[src/rtl/sd_photo_pkg.sv]
// Shared types and helpers for the SD card BMP photo writer.
package sd_photo_pkg;

    localparam int SEC_WORDS      = 256;
    localparam int BMP_HEAD_WORDS = 27;

    typedef enum logic [2:0] {
        ST_IDLE,
        ST_LOAD,
        ST_SEC_START,
        ST_SEC_WAIT,
        ST_DONE
    } state_e;

    // Returns {R8, G8, B8}; the low bits replicate the top bits so full scale maps to 8'hFF.
    function automatic logic [23:0] rgb565_to_888(input logic [15:0] p);
        return {p[15:11], p[15:13], p[10:5], p[10:9], p[4:0], p[4:2]};
    endfunction

    function automatic logic [7:0] le_byte(input logic [31:0] v, input logic [1:0] n);
        return v[{n, 3'b000} +: 8];
    endfunction

endpackage

[src/rtl/bmp_word_gen.sv]
// Produces the BMP file as a stream of 16-bit words: header ROM, packed pixels, zero pad.
// The register wr_data_o always holds the word the SD controller will consume next.
module bmp_word_gen
    import sd_photo_pkg::*;
#(
    parameter int IMG_W = 640,
    parameter int IMG_H = 480
) (
    input  logic        clk,
    input  logic        rst_n,
    input  logic        restart_i,
    input  logic        active_i,
    input  logic        wr_req_i,
    input  logic [15:0] rd_data_i,
    output logic        rd_en_o,
    output logic [15:0] wr_data_o
);

    localparam logic [31:0] PIX_BYTES  = 32'(3 * IMG_W * IMG_H);
    localparam logic [31:0] PIX_WORDS  = PIX_BYTES / 32'd2;
    localparam logic [31:0] FILE_BYTES = 32'd54 + PIX_BYTES;
    localparam logic [31:0] PIX_END    = 32'(BMP_HEAD_WORDS) + PIX_WORDS;

    // All multi-byte header fields start at byte offset 2 mod 4, so one 4-byte slot index covers them.
    function automatic logic [7:0] hdr_byte(input logic [5:0] i);
        logic [5:0]  off;
        logic [31:0] field;
        off = i - 6'd2;
        case (off[5:2])
            4'd0:    field = FILE_BYTES;
            4'd2:    field = 32'd54;
            4'd3:    field = 32'd40;
            4'd4:    field = 32'(IMG_W);
            4'd5:    field = 32'(IMG_H);
            4'd6:    field = 32'h0018_0001;
            4'd8:    field = PIX_BYTES;
            default: field = 32'd0;
        endcase
        if (i == 6'd0) return 8'h42;
        if (i == 6'd1) return 8'h4D;
        return le_byte(field, off[1:0]);
    endfunction

    function automatic logic [15:0] hdr_word(input logic [4:0] k);
        return {hdr_byte({k, 1'b0}), hdr_byte({k, 1'b1})};
    endfunction

    logic [31:0] w_q;
    logic [1:0]  ph_q;
    logic        rd_en_q;
    logic        cap_q;
    logic [7:0]  r0_q;
    logic [15:0] p1_q;
    logic [15:0] data_q;
    logic [31:0] nxt_w;
    logic [23:0] pix;

    assign nxt_w = w_q + 32'd1;
    assign pix   = rgb565_to_888(rd_data_i);

    always_ff @(posedge clk or negedge rst_n) begin
        if (!rst_n) begin
            w_q     <= 32'd0;
            ph_q    <= 2'd0;
            rd_en_q <= 1'b0;
            cap_q   <= 1'b0;
            r0_q    <= 8'd0;
            p1_q    <= 16'd0;
            data_q  <= 16'd0;
        end else begin
            rd_en_q <= 1'b0;
            cap_q   <= rd_en_q;
            if (restart_i) begin
                w_q    <= 32'd0;
                ph_q   <= 2'd0;
                cap_q  <= 1'b0;
                data_q <= hdr_word(5'd0);
            end else if (!active_i) begin
                data_q <= 16'd0;
            end else if (cap_q) begin
                // Pixel arrives two cycles after the request that needed it.
                if (ph_q == 2'd0) begin
                    r0_q   <= pix[23:16];
                    data_q <= {pix[7:0], pix[15:8]};
                    ph_q   <= 2'd1;
                end else begin
                    p1_q   <= pix[23:8];
                    data_q <= {r0_q, pix[7:0]};
                    ph_q   <= 2'd2;
                end
            end else if (wr_req_i) begin
                w_q <= nxt_w;
                if (nxt_w < 32'(BMP_HEAD_WORDS)) begin
                    data_q <= hdr_word(nxt_w[4:0]);
                end else if (nxt_w < PIX_END) begin
                    if (ph_q == 2'd2) begin
                        data_q <= {p1_q[7:0], p1_q[15:8]};
                        ph_q   <= 2'd0;
                    end else begin
                        rd_en_q <= 1'b1;
                    end
                end else begin
                    data_q <= 16'd0;
                end
            end
        end
    end

    assign rd_en_o   = rd_en_q;
    assign wr_data_o = data_q;

endmodule

[src/rtl/sd_write_photo.sv]
// Writes one SDRAM frame to the SD card as a bottom-up 24-bit BMP, one 512-byte sector at a time.
// Sector sequencing lives here; word content comes from bmp_word_gen.
module sd_write_photo
    import sd_photo_pkg::*;
#(
    parameter int          IMG_W          = 640,
    parameter int          IMG_H          = 480,
    parameter logic [31:0] PHOTO_SEC_ADDR = 32'd16448
) (
    input  logic        clk,
    input  logic        rst_n,
    input  logic        start,
    output logic        busy,
    output logic        done,
    output logic        sdram_rd_rst,
    output logic        sdram_rd_en,
    input  logic [15:0] sdram_rd_data,
    output logic        sd_wr_start_en,
    output logic [31:0] sd_wr_sec_addr,
    input  logic        sd_wr_busy,
    input  logic        sd_wr_req,
    output logic [15:0] sd_wr_data
);

    localparam logic [31:0] FILE_BYTES = 32'(54 + 3 * IMG_W * IMG_H);
    localparam logic [31:0] SEC_BYTES  = 32'(2 * SEC_WORDS);
    localparam logic [31:0] SEC_NUM    = (FILE_BYTES + SEC_BYTES - 32'd1) / SEC_BYTES;

    state_e      state_q;
    logic [31:0] sec_cnt_q;
    logic [31:0] addr_q;
    logic        busy_q;
    logic        done_q;
    logic        rd_rst_q;
    logic        start_en_q;
    logic        busy_s0_q;
    logic        busy_s1_q;
    logic        busy_fall;
    logic        gen_active;
    logic        gen_restart;

    assign busy_fall   = busy_s1_q & ~busy_s0_q;
    assign gen_restart = (state_q == ST_LOAD);
    assign gen_active  = (state_q == ST_LOAD) || (state_q == ST_SEC_START) || (state_q == ST_SEC_WAIT);

    always_ff @(posedge clk or negedge rst_n) begin
        if (!rst_n) begin
            busy_s0_q <= 1'b0;
            busy_s1_q <= 1'b0;
        end else begin
            busy_s0_q <= sd_wr_busy;
            busy_s1_q <= busy_s0_q;
        end
    end

    always_ff @(posedge clk or negedge rst_n) begin
        if (!rst_n) begin
            state_q    <= ST_IDLE;
            sec_cnt_q  <= 32'd0;
            addr_q     <= 32'd0;
            busy_q     <= 1'b0;
            done_q     <= 1'b0;
            rd_rst_q   <= 1'b0;
            start_en_q <= 1'b0;
        end else begin
            done_q     <= 1'b0;
            rd_rst_q   <= 1'b0;
            start_en_q <= 1'b0;
            case (state_q)
                ST_IDLE: begin
                    if (start) begin
                        state_q   <= ST_LOAD;
                        busy_q    <= 1'b1;
                        rd_rst_q  <= 1'b1;
                        sec_cnt_q <= 32'd0;
                    end
                end
                ST_LOAD: begin
                    state_q    <= ST_SEC_START;
                    start_en_q <= 1'b1;
                    addr_q     <= PHOTO_SEC_ADDR + sec_cnt_q;
                end
                ST_SEC_START: state_q <= ST_SEC_WAIT;
                ST_SEC_WAIT: begin
                    if (busy_fall) begin
                        if (sec_cnt_q == SEC_NUM - 32'd1) begin
                            state_q <= ST_DONE;
                            done_q  <= 1'b1;
                        end else begin
                            state_q    <= ST_SEC_START;
                            sec_cnt_q  <= sec_cnt_q + 32'd1;
                            addr_q     <= PHOTO_SEC_ADDR + sec_cnt_q + 32'd1;
                            start_en_q <= 1'b1;
                        end
                    end
                end
                ST_DONE: begin
                    state_q <= ST_IDLE;
                    busy_q  <= 1'b0;
                end
                default: state_q <= ST_IDLE;
            endcase
        end
    end

    bmp_word_gen #(
        .IMG_W (IMG_W),
        .IMG_H (IMG_H)
    ) u_word_gen (
        .clk       (clk),
        .rst_n     (rst_n),
        .restart_i (gen_restart),
        .active_i  (gen_active),
        .wr_req_i  (sd_wr_req),
        .rd_data_i (sdram_rd_data),
        .rd_en_o   (sdram_rd_en),
        .wr_data_o (sd_wr_data)
    );

    assign busy           = busy_q;
    assign done           = done_q;
    assign sdram_rd_rst   = rd_rst_q;
    assign sd_wr_start_en = start_en_q;
    assign sd_wr_sec_addr = addr_q;

endmodule

[config.mk]
export PLATFORM = sky130hd
export DESIGN_NAME = sd_write_photo
export DESIGN_NICKNAME = d
export VERILOG_FILES = /design/src/rtl/sd_photo_pkg.sv /design/src/rtl/bmp_word_gen.sv /design/src/rtl/sd_write_photo.sv
export SDC_FILE = /design/constraint.sdc
export NUM_CORES = 1
export LEC_CHECK = 0
export CORE_MARGIN = 4
export CORE_UTILIZATION = 40
export CTS_BUF_LIST = sky130_fd_sc_hd__clkbuf_16
export DETAILED_ROUTE_END_ITERATION = 10
export PLACE_DENSITY_LB_ADDON = 0.05
export SYNTH_ARGS = -nofsm -noshare
export SYNTH_HDL_FRONTEND = slang
export SYNTH_HIERARCHICAL = 1
export SYNTH_SLANG_ARGS = --single-unit
export TNS_END_PERCENT = 100
[constraint.sdc]
create_clock -name clk -period 2.95 [get_ports clk]
set_input_delay 0.885 -clock clk [delete_from_list [all_inputs] [get_ports clk]]
set_output_delay 0.885 -clock clk [all_outputs]
set_load 0.02 [all_outputs]
Yosys cells after proc, flatten, opt, wreduce, memory -nomap -nowiden --
Cells that the tools add are included.
Operators by class: add/subtract/negate cells 6, order comparisons 2, eq/ne operators 25, shifts and indexed selects 2, muxes and demuxes 90, bitwise gates (word level) 4, reductions and logical operators 24
Operators by type and width (number):
- 32-bit 2-to-1 mux | 19
- 21-bit case mux with 7 select lines | 2
- 16-bit 2-to-1 mux | 8
- 32-bit case mux with 2 select lines | 2
- 32-bit by 1-bit adder with 32-bit output (second input constant) | 3
- 32-bit by 6-bit variable part select with 8-bit output | 2
- 8-bit 2-to-1 mux | 6
- 1-bit 2-to-1 mux | 39
- 15-bit by 32-bit adder with 32-bit output (first input constant) | 1
- 32-bit by 11-bit equality test with 1-bit output (second input constant) | 1
- 32-bit by 19-bit < comparator with 1-bit output (second input constant) | 1
- 32-bit by 5-bit < comparator with 1-bit output (second input constant) | 1
- 4-bit by 3-bit equality test with 1-bit output (second input constant) | 6
- 4-bit by 2-bit equality test with 1-bit output (second input constant) | 4
- 2-bit 2-to-1 mux | 8
- 3-bit case mux with 4 select lines | 1
- 4-bit AND reduction | 3
- 6-bit by 2-bit subtractor with 6-bit output (second input constant) | 2
- 2-bit nonzero test | 5
- 3-bit 2-to-1 mux | 3
- 3-bit nonzero test | 3
- 4-bit equality test (second input constant) | 2
- 4-bit logical NOT | 2
- 2-bit != test (second input constant) | 4
- other kinds (17) | 25
Word-level totals: bits in registers 149, input port bits 21, word-level logic and storage cells 169

Depth between registers and ports, before layout --
Gate-level depths: netlist (run 1).
depth after elaboration 21, depth in mapped cells 13

Hierarchy --
The synthesis (run 1) kept the hierarchy.
By module, submodules not included:
- sd_write_photo | instances 1, cells each 555, area each 4739.5 um^2, seq. area each 1826.8 um^2
- bmp_word_gen | instances 1, cells each 519, area each 4510.6 um^2, seq. area each 1701.6 um^2

Worst setup path after synthesis (run 1) --
No wires, ideal clock.
path type reg2reg, start point reg u_word_gen.w_q[0], end point reg u_word_gen.data_q[2], in the netlist u_word_gen/wr_data_o[2], library setup time 0.086 ns, arrival 3.083 ns, data required time 2.864 ns, setup slack -0.219 ns, cell stages (with the launch flop) 14, buffers on the path 2, cells stage by stage dfrtp_1 > clkbuf_1 > inv_1 > ha_1 > o21ba_2 > o21ai_0 > a21oi_1 > a2111oi_0 > a211oi_1 > nor4b_4 > and2_4 > buf_6 > nand4_1 > a32oi_1
On the way: word-level cells in the longest chain between the ends 17, elaborated cells between the ends (all ways) 36, classes of those cells add/sub: 2; order compare: 2; eq/ne: 7; shift: 1; mux: 21; reduce/logical: 3
Ends and longest elaborated chain:
- from (decl) | line bmp_word_gen.sv:48 | logic [31:0] w_q;
- from (signal assigned) | line bmp_word_gen.sv:92 | w_q <= nxt_w;
- 32-bit by 1-bit adder with 32-bit output * | line bmp_word_gen.sv:58 | assign nxt_w = w_q + 32'd1;
- 6-bit by 2-bit subtractor with 6-bit output | line bmp_word_gen.sv:28 | off = i - 6'd2;
- 4-bit equality test (tied with other cells) | line bmp_word_gen.sv:29 | case (off[5:2])
- 21-bit case mux with 7 select lines | line bmp_word_gen.sv:29
- 32-bit 2-to-1 mux | line bmp_word_gen.sv:93 | if (nxt_w < 32'(BMP_HEAD_WORDS)) begin
- 32-bit 2-to-1 mux | line bmp_word_gen.sv:91 | end else if (wr_req_i) begin
- 32-bit 2-to-1 mux | line bmp_word_gen.sv:80 | end else if (cap_q) begin
- 32-bit 2-to-1 mux | line bmp_word_gen.sv:78 | end else if (!active_i) begin
- 32-bit 2-to-1 mux | line bmp_word_gen.sv:73 | if (restart_i) begin
- 32-bit by 6-bit variable part select with 8-bit output | line sd_photo_pkg.sv:21 | return v[{n, 3'b000} +: 8];
- 8-bit 2-to-1 mux | line bmp_word_gen.sv:41 | return le_byte(field, off[1:0]);
- 8-bit 2-to-1 mux | line bmp_word_gen.sv:40 | if (i == 6'd1) return 8'h4D;
- 16-bit 2-to-1 mux | line bmp_word_gen.sv:93
- 16-bit 2-to-1 mux | line bmp_word_gen.sv:91
- 16-bit 2-to-1 mux | line bmp_word_gen.sv:80
- 16-bit 2-to-1 mux | line bmp_word_gen.sv:78
- 16-bit 2-to-1 mux | line bmp_word_gen.sv:73
- to (signal assigned) | line bmp_word_gen.sv:77 | data_q <= hdr_word(5'd0);
- to (signal assigned) | line bmp_word_gen.sv:84 | data_q <= {pix[7:0], pix[15:8]};
- to (signal assigned) | line bmp_word_gen.sv:94 | data_q <= hdr_word(nxt_w[4:0]);
- to (decl) | line bmp_word_gen.sv:54 | logic [15:0] data_q;
Mark *: on every way between the ends. The rest lies on a longest branch, timed or not. The select of a mux whose other input is x is not followed. A chain may end at the register's enable or synchronous reset.

Worst setup path in the final report (run 1) --
start point reg u_word_gen.w_q[1], end point reg u_word_gen.data_q[8], in the netlist u_word_gen/wr_data_o[8]
The elaborated chain is that of the path after synthesis.

==> metrics.md, run 1 <==
| Metric | Value |
|---|---|
| Status | `complete, but fails checks` |
| Failing checks | `setup timing` |
| First-pass GRT wire length | `approximately 46000 um` |
| Cts-stage hold buffer count | `0` |
| Max-cap violation count | `0` |
| # fillers | `2151` |
| Max Fanout on Critical Path | `8` |
| PortBufs | `73` |
| Min cycle time layout | `between 3 and 4 ns` |
| Initial antenna violation count | `1` |
| Avg Cell Area, Syn | `8.61 um^2` |
| Core ar. | `between 20000 and 25000 um^2` |
| Fmax achieved | `between 300 and 400 MHz` |
| Vias in the first global route | `8645` |
| Non-filler cells in the finished layout | `1564` |
| DIE HEIGHT | `160 um` |
| Clk sinks | `141` |
| Seq cells post-synth | `141` |
| Worst EP required | `between 3 and 4 ns` |
| CTS H-Tree Depth | `4` |
| Hold/Removal Path Class | `reg2reg` |
| Endpoints failing setup | `12` |
| Wirelength per Cell | `17.7 um` |
| Post-Synthesis Cells | `1074` |
| Area grow syn2layout | `31.2%` |
| Hold_ws | `0.375 ns` |
| Starting DRT DRC Count | `546` |
| Hold Vio Cnt, Final | `0` |
| Vias | `8764` |
| CTS Root Cell | `clkbuf_16` |
| Slew Limit Headroom | `47.9%` |
| Post-synthesis async set-or-reset flop share | `100%` |
| Layout cells sized above 1 | `23.8%` |
| Final WS setup | `-0.109 ns` |
| Die Wd | `160 um` |
| Clock power share | `between 20% and 30%` |
| Switching power | `slightly below 3 mW` |
| Pint | `~5 mW` |
| Avg Vias per Cell | `5.60` |
| Post-Syn Nets | `1103` |
| Full die area | `25600 um^2` |
| Worst-Margin Slew | `0.771 ns` |
| Post-DP HPWL | `20300 um` |
| Crit path DAT | `between 3 and 4 ns` |
| Row count | `55` |
| GRT Util Overall | `21.9%` |
| Sequential Power Share | `33.1%` |
| ANT nets after route | `0` |
| CTS Buffer Depth | `2` |
| GRT Residual Overflow | `0` |
| Cell area power density | `about 660 nW/um^2` |
| DRC Markers | `0` |
| Unrepaired setup endpoints after global routing | `true` |
| Final slew viol count | `0` |
| GPL Wtd Cong | `0.875` |
| Top_reg_cell synth | `dfrtp_1` |
| Max VDD drop | `0.356 mV` |
| Most frequent cells in the layout | `buf_4 (168), dfrtp_1 (138), nand2_1 (112), nor2_1 (109), clkdlybuf4s50_1 (72)` |
| Reg area | `3530 um^2` |
| Placed Instances | `1519` |
| Final wirelength | `27600 um` |
| Clock skew | `0.0127 ns` |
| IO Count | `74` |
| Sw Ratio | `37.1%` |
| Synth cell types | `90` |
| Sum of negative setup slack | `-0.678 ns` |
| Post-synth EDFFs | `0` |
| Nets | `1295` |
| First-pass DRT Iterations | `5` |
| Pleak | `~5 nW` |
| Register area share after synthesis | `between 30% and 40%` |
| Worst-skew pair later-pin latency | `0.43 ns` |
| CP Class | `reg2reg` |
| Starting density of the core | `40.7%` |
| Antenna diodes | `0` |
| Post-synthesis cell area | `9250 um^2` |
| CTS tree | `done` |
| Nature of the critical path startpoint | `flop` |
| Multi-input logic area | `~5400 um^2` |
| Final worst-path cycle share | `104%` |
| Kind of end point of the critical path | `flop` |
| Most common cell after layout, fill and taps aside | `buf_4` |
| CTS Buf Count | `17` |
| Largest net degree at the start of global routing | `58` |
| Synth warnings | `6` |
| Clk slew on worst S/H paths | `0.07 ns` |
| Comb pwr share | `between 30% and 40%` |
## flip-flops by register name, indices dropped and copies added, names as in the netlist
| signal | cells |
|---|---|
| u_word_gen/ph_q | 2 |
| u_word_gen/w_q | 32 |
| sd_wr_start_en | 1 |
| sec_cnt_q | 32 |
| u_word_gen/wr_data_o | 16 |
| busy | 1 |
| busy_s1_q | 1 |
| busy_s0_q | 1 |
| u_word_gen/rd_en_o | 1 |
| sdram_rd_rst | 1 |
| u_word_gen/p1_q | 11 |
| u_word_gen/r0_q | 5 |
| u_word_gen/cap_q | 1 |
| done | 1 |
| state_q | 3 |
| sd_wr_sec_addr | 32 |
## path summary, 6_finish.rpt
kind	startpoint	endpoint	slack, ns	cells past startpoint
worst max-delay path	u_word_gen/w_q[1]	u_word_gen/wr_data_o[8]	-0.11	13
worst min-delay path	busy_s0_q	busy_s1_q	0.38	0
worst max register to register	u_word_gen/w_q[1]	u_word_gen/wr_data_o[8]	-0.11	13
worst min register to register	busy_s0_q	busy_s1_q	0.38	0
max in group asynchronous	rst_n	sd_wr_sec_addr[17]	1.85	2
min in group asynchronous	rst_n	u_word_gen/p1_q[2]	0.41	1
## worst max-delay path, stage by stage (launching register included)
cell and delay [ns]:
dfrtp_1 0.43, ha_2 0.23, nand2_2 0.12, buf_4 0.14
nor3_1 0.05, a2111o_1 0.41, and4_1 0.22, a211oi_2 0.22
buf_4 0.16, nor4b_4 0.04, buf_4 0.17, a31o_4 0.27
a311o_1 0.38, o21ai_1 0.14
## synthesized netlist by cell type, types with 7 or more instances
cell type	number	share of area [%]
and3_1	12	0.81
clkbuf_1	44	1.8
nand3_1	49	2.7
and4_1	11	1.0
nor2b_1	11	0.74
buf_2	22	1.2
nor3_1	50	2.7
ha_1	8	1.1
mux2_2	18	2.2
o21ai_0	39	2.1
o31ai_1	16	1.3
xnor2_1	63	6.0
nand4_1	28	1.9
a21oi_1	40	2.2
or2_2	8	0.54
and2_1	7	0.47
a31oi_1	16	1.1
nor2_1	111	4.5
buf_4	8	0.65
or4_1	9	0.73
inv_1	22	0.89
xor2_1	34	3.2
nand2_1	115	4.7
dfrtp_1	141	38
nor3b_1	8	0.65
nor4_1	32	2.2
or3_1	13	0.88
a211oi_1	10	0.81
## cell type report
cell class | instances | area share, %
Clock buffer | 17 | 3.51
Clock inverter | 15 | 1.24
Timing Repair Buffer | 254 | 17.8
Tap cell | 285 | 2.94
Inverter | 25 | 0.794
Multi-Input combinational cell | 827 | 44.6
Sequential cell | 141 | 29.1
## routing by layer
metal,vias up,wire length [um],track usage [%]
met3,25,1420,3.87
met2,231,12200,33.2
met4,2,280,4.34
met1,4253,13700,32.8
met5,-,18,0
li1,4253,-,-
## metrics by stage
step                util (%)  total power, mW  worst slack [ns]  cell area, um^2
finish                  53.4             7.98            -0.109            12100
global route            53.4             8.47            -0.251            12100
CTS                     52.7             7.88           -0.0182            12000
detailed placement      49.6             5.58            -0.112            11300
global placement        49.6             5.56           -0.0466            11300
floorplan                  -             4.40           -0.0602             9290
## kinds of logic after synthesis
kind of cell    share of synthesized area [%]
mux                                      2.62
fa+ha+maj                                1.08
compound gates                           14.7
buf+inv                                  5.37
simple gates                             28.9
flops                                    38.1
xor+xnor                                 9.18
## power by group through the flow
stage          clock (mW)  sequential [mW]  combinational [mW]
2_1_floorplan           0             2.76                1.64
4_1_cts              2.22             2.64                3.03
3_5_place_dp            0             2.67                2.91
5_1_grt              2.32             2.70                3.45
3_3_place_gp            0             2.67                2.89
6_report             2.17             2.65                3.17
## what timing repair did
action / CTS / global route
setup endpoints to repair: 18 / 27
gates resized for setup: 23 / 31
setup buffers: 4 / 7
pin swaps: 5 / 11
gates cloned: 0 / 2
Power figures use the tool's default switching activity.
==> run 2: changes to the inputs <==
Settings changed: SETUP_SLACK_MARGIN set to 0.05.
==> run 2 against run 1 <==
Against the previous run: the flow now finishes without violations; largest power group unchanged; core utilization up 0.74 points; fmax up 3.7%; die area unchanged; critical path type unchanged; sequential cell count unchanged; final cell count down 0.51%; sequential power about the same; register-to-register slack better by 0.11 ns; routed wire length about the same.
==> metrics.md, run 2 (synthesis results as in run 1) <==
| Metric | Value |
|---|---|
| DIE HEIGHT | `160 um` |
| Unrepaired setup endpoints after global routing | `true` |
| Post-DP HPWL | `20200 um` |
| Starting density of the core | `around two fifths` |
| Clk sinks | `about 140` |
| Hold Vio Cnt, Final | `0` |
| Most common cell after layout, fill and taps aside | `buf_4` |
| Max VDD drop | `0.383 mV` |
| Cell family with most CP delay | `simple AND/OR/NAND/NOR gates` |
| Critical path's slowest cell | `or4_4` |
| Min cycle time layout | `2.95 ns` |
| Worst-Margin Slew | `a little over 0.8 ns` |
| Max Fanout on Critical Path | `7` |
| Full die area | `25600 um^2` |
| Final slew viol count | `0` |
| Worst stage delay on the critical path | `slightly below 0.6 ns` |
| Path depth of the worst reg2reg path | `11` |
| Nature of the critical path startpoint | `flop` |
| GRT Residual Overflow | `0` |
| Met2 global-route usage | `33.4%` |
| First-pass DRT Iterations | `5` |
| CTS Root Cell | `clkbuf_16` |
| Avg Vias per Cell | `5.55` |
| Clk slew on worst S/H paths | `0.07 ns` |
| Core ar. | `22700 um^2` |
| CP Class | `reg2reg` |
| Crit path from | `u_word_gen/w_q[15]` |
| GRT Max-Usage Layer | `met2` |
| Hold/Removal Path Class | `in2async` |
| Area grow syn2layout | `33.0%` |
| CP bufs+invs | `2` |
| First-pass GRT wire length | `46100 um` |
| GR Util met1 | `32.4%` |
| Status | `completed` |
| CP Cell Sequence | `nand2_4 -> or4_4 -> o31a_1 -> nor4_2 -> nand4_2 -> buf_6 -> nor4b_4 -> buf_6 -> and2_4 -> a211oi_1 -> o31ai_2` |
| Slew Limit Headroom | `between 40 and 50%` |
| Crit path top cell by count | `buf_6` |
| Final WS setup | `about 0.00077 ns` |
| Vias | `between 8k and 9k` |
| Pleak | `5.01 nW` |
| ANT nets after route | `0` |
| Cts-stage hold buffer count | `0` |
| Row count | `55` |
| Reg2Reg Setup Slack | `0.0008 ns` |
| Largest net degree at the start of global routing | `60` |
| Starting DRT DRC Count | `approximately 660` |
| Vias in the first global route | `8630` |
| Nets | `1287` |
| CTS H-Tree Depth | `4` |
| Crit path DAT | `3.29 ns` |
| DRC Markers | `0` |
| Worst-skew pair later-pin latency | `around 0.43 ns` |
| CTS Buf Count | `17` |
| # fillers | `2195` |
| PortBufs | `73` |
| Hold_ws | `between 0.3 and 0.4 ns` |
| GPL Wtd Cong | `0.926` |
| Die Wd | `160 um` |
| Clock skew | `0.00906 ns` |
| Endpoints failing setup | `0` |
| GR Util met3 | `3.48%` |
| Fmax achieved | `339 MHz` |
| CTS Buffer Depth | `2` |
| Cell area power density | `664 nW/um^2` |
| GRT Util Overall | `21.8%` |
| Kind of end point of the critical path | `flop` |
| IO Count | `74` |
| Wirelength per Cell | `17.8 um` |
| Max-cap violation count | `0` |
| Reg-to-reg startpoint | `u_word_gen/w_q[15]` |
| R2R Path End | `u_word_gen/wr_data_o[4]` |
| Initial antenna violation count | `0` |
| Final wirelength | `27600 um` |
| CTS tree | `done` |
| Pre-CTS setup slack | `-0.0439 ns` |
| Worst EP required | `3.29 ns` |
| Final worst-path cycle share | `100%` |
| Most frequent cells in the layout | `buf_4 (157), dfrtp_1 (136), nand2_1 (112), nor2_1 (110), clkdlybuf4s50_1 (72)` |
| Layout cells sized above 1 | `25.0%` |
run 2: changes by cell type in the layout (fill, tap and decap cells not counted), moves of 3 or more:
cell	previous run	this run
buf_4	168	157
nor4_2	7	10
buf_12	3	6
o21ai_2	0	4
nor4_1	26	22
inv_6	6	2
run 2: layout make-up:
type / instances / area, um^2 / share of cell area, %
Antenna cell: 1 / 2.50 / 0.0203
Clock buffer: 17 / 425 / 3.46
Clock inverter: 14 / 170 / 1.38
Inverter: 25 / 96.3 / 0.783
Multi-Input combinational cell: 828 / 5590 / 45.4
Sequential cell: 141 / 3530 / 28.7
Tap cell: 285 / 357 / 2.90
Timing Repair Buffer: 245 / 2130 / 17.3
run 2: metrics by stage:
step | utilization [%] | TNS [ns] | total power [mW] | cells | area [um^2]
2_1_floorplan | - | -0.138 | 4.42 | 1074 | 9330
3_3_place_gp | 49.6 | 0 | 5.59 | 1513 | 11300
3_5_place_dp | 49.6 | -0.209 | 5.63 | 1513 | 11300
4_1_cts | 53.3 | 0 | 8.13 | 1552 | 12100
5_1_grt | 54.2 | -1.06 | 8.62 | 1555 | 12300
6_report | 54.2 | 0 | 8.16 | 1556 | 12300
run 2: worst max-delay path by stage:
stage	to	cells after the start
5_1_grt	u_word_gen/wr_data_o[2]	11
4_1_cts	u_word_gen/wr_data_o[3]	12
3_5_place_dp	u_word_gen/wr_data_o[4]	10
2_1_floorplan	u_word_gen/wr_data_o[14]	12
3_3_place_gp	u_word_gen/wr_data_o[4]	10
6_report	u_word_gen/wr_data_o[4]	11
run 2: routing by layer:
layer / vias up / wire [um] / share of wire (%)
li1: 4236 / - / -
met1: 4198 / 13800 / 50
met2: 190 / 12200 / 44
met3: 19 / 1310 / 4.7
met4: 0 / 280 / 1.0
met5: - / 0 / 0
run 2: report_power, final:
group,leakage (nW),internal [mW],switching (mW)
sequential,1.85,2.31,0.316
clock,0.289,1.33,0.882
combinational,2.87,1.59,1.74
total,5.01,5.22,2.94
run 2: timing repair:
item                                    CTS  global route
gates cloned                              3             0
setup buffers                             5             4
pin swaps                                22            12
gates resized for setup                  36            45
endpoints found under the setup margin   18            26
run 2: worst reg2reg max path: stages, from the launching register on:
cell,delay [ns]
dfrtp_1,0.39
nand2_4,0.06
or4_4,0.59
o31a_1,0.28
nor4_2,0.29
nand4_2,0.15
buf_6,0.16
nor4b_4,0.25
buf_6,0.17
and2_4,0.21
a211oi_1,0.10
o31ai_2,0.22
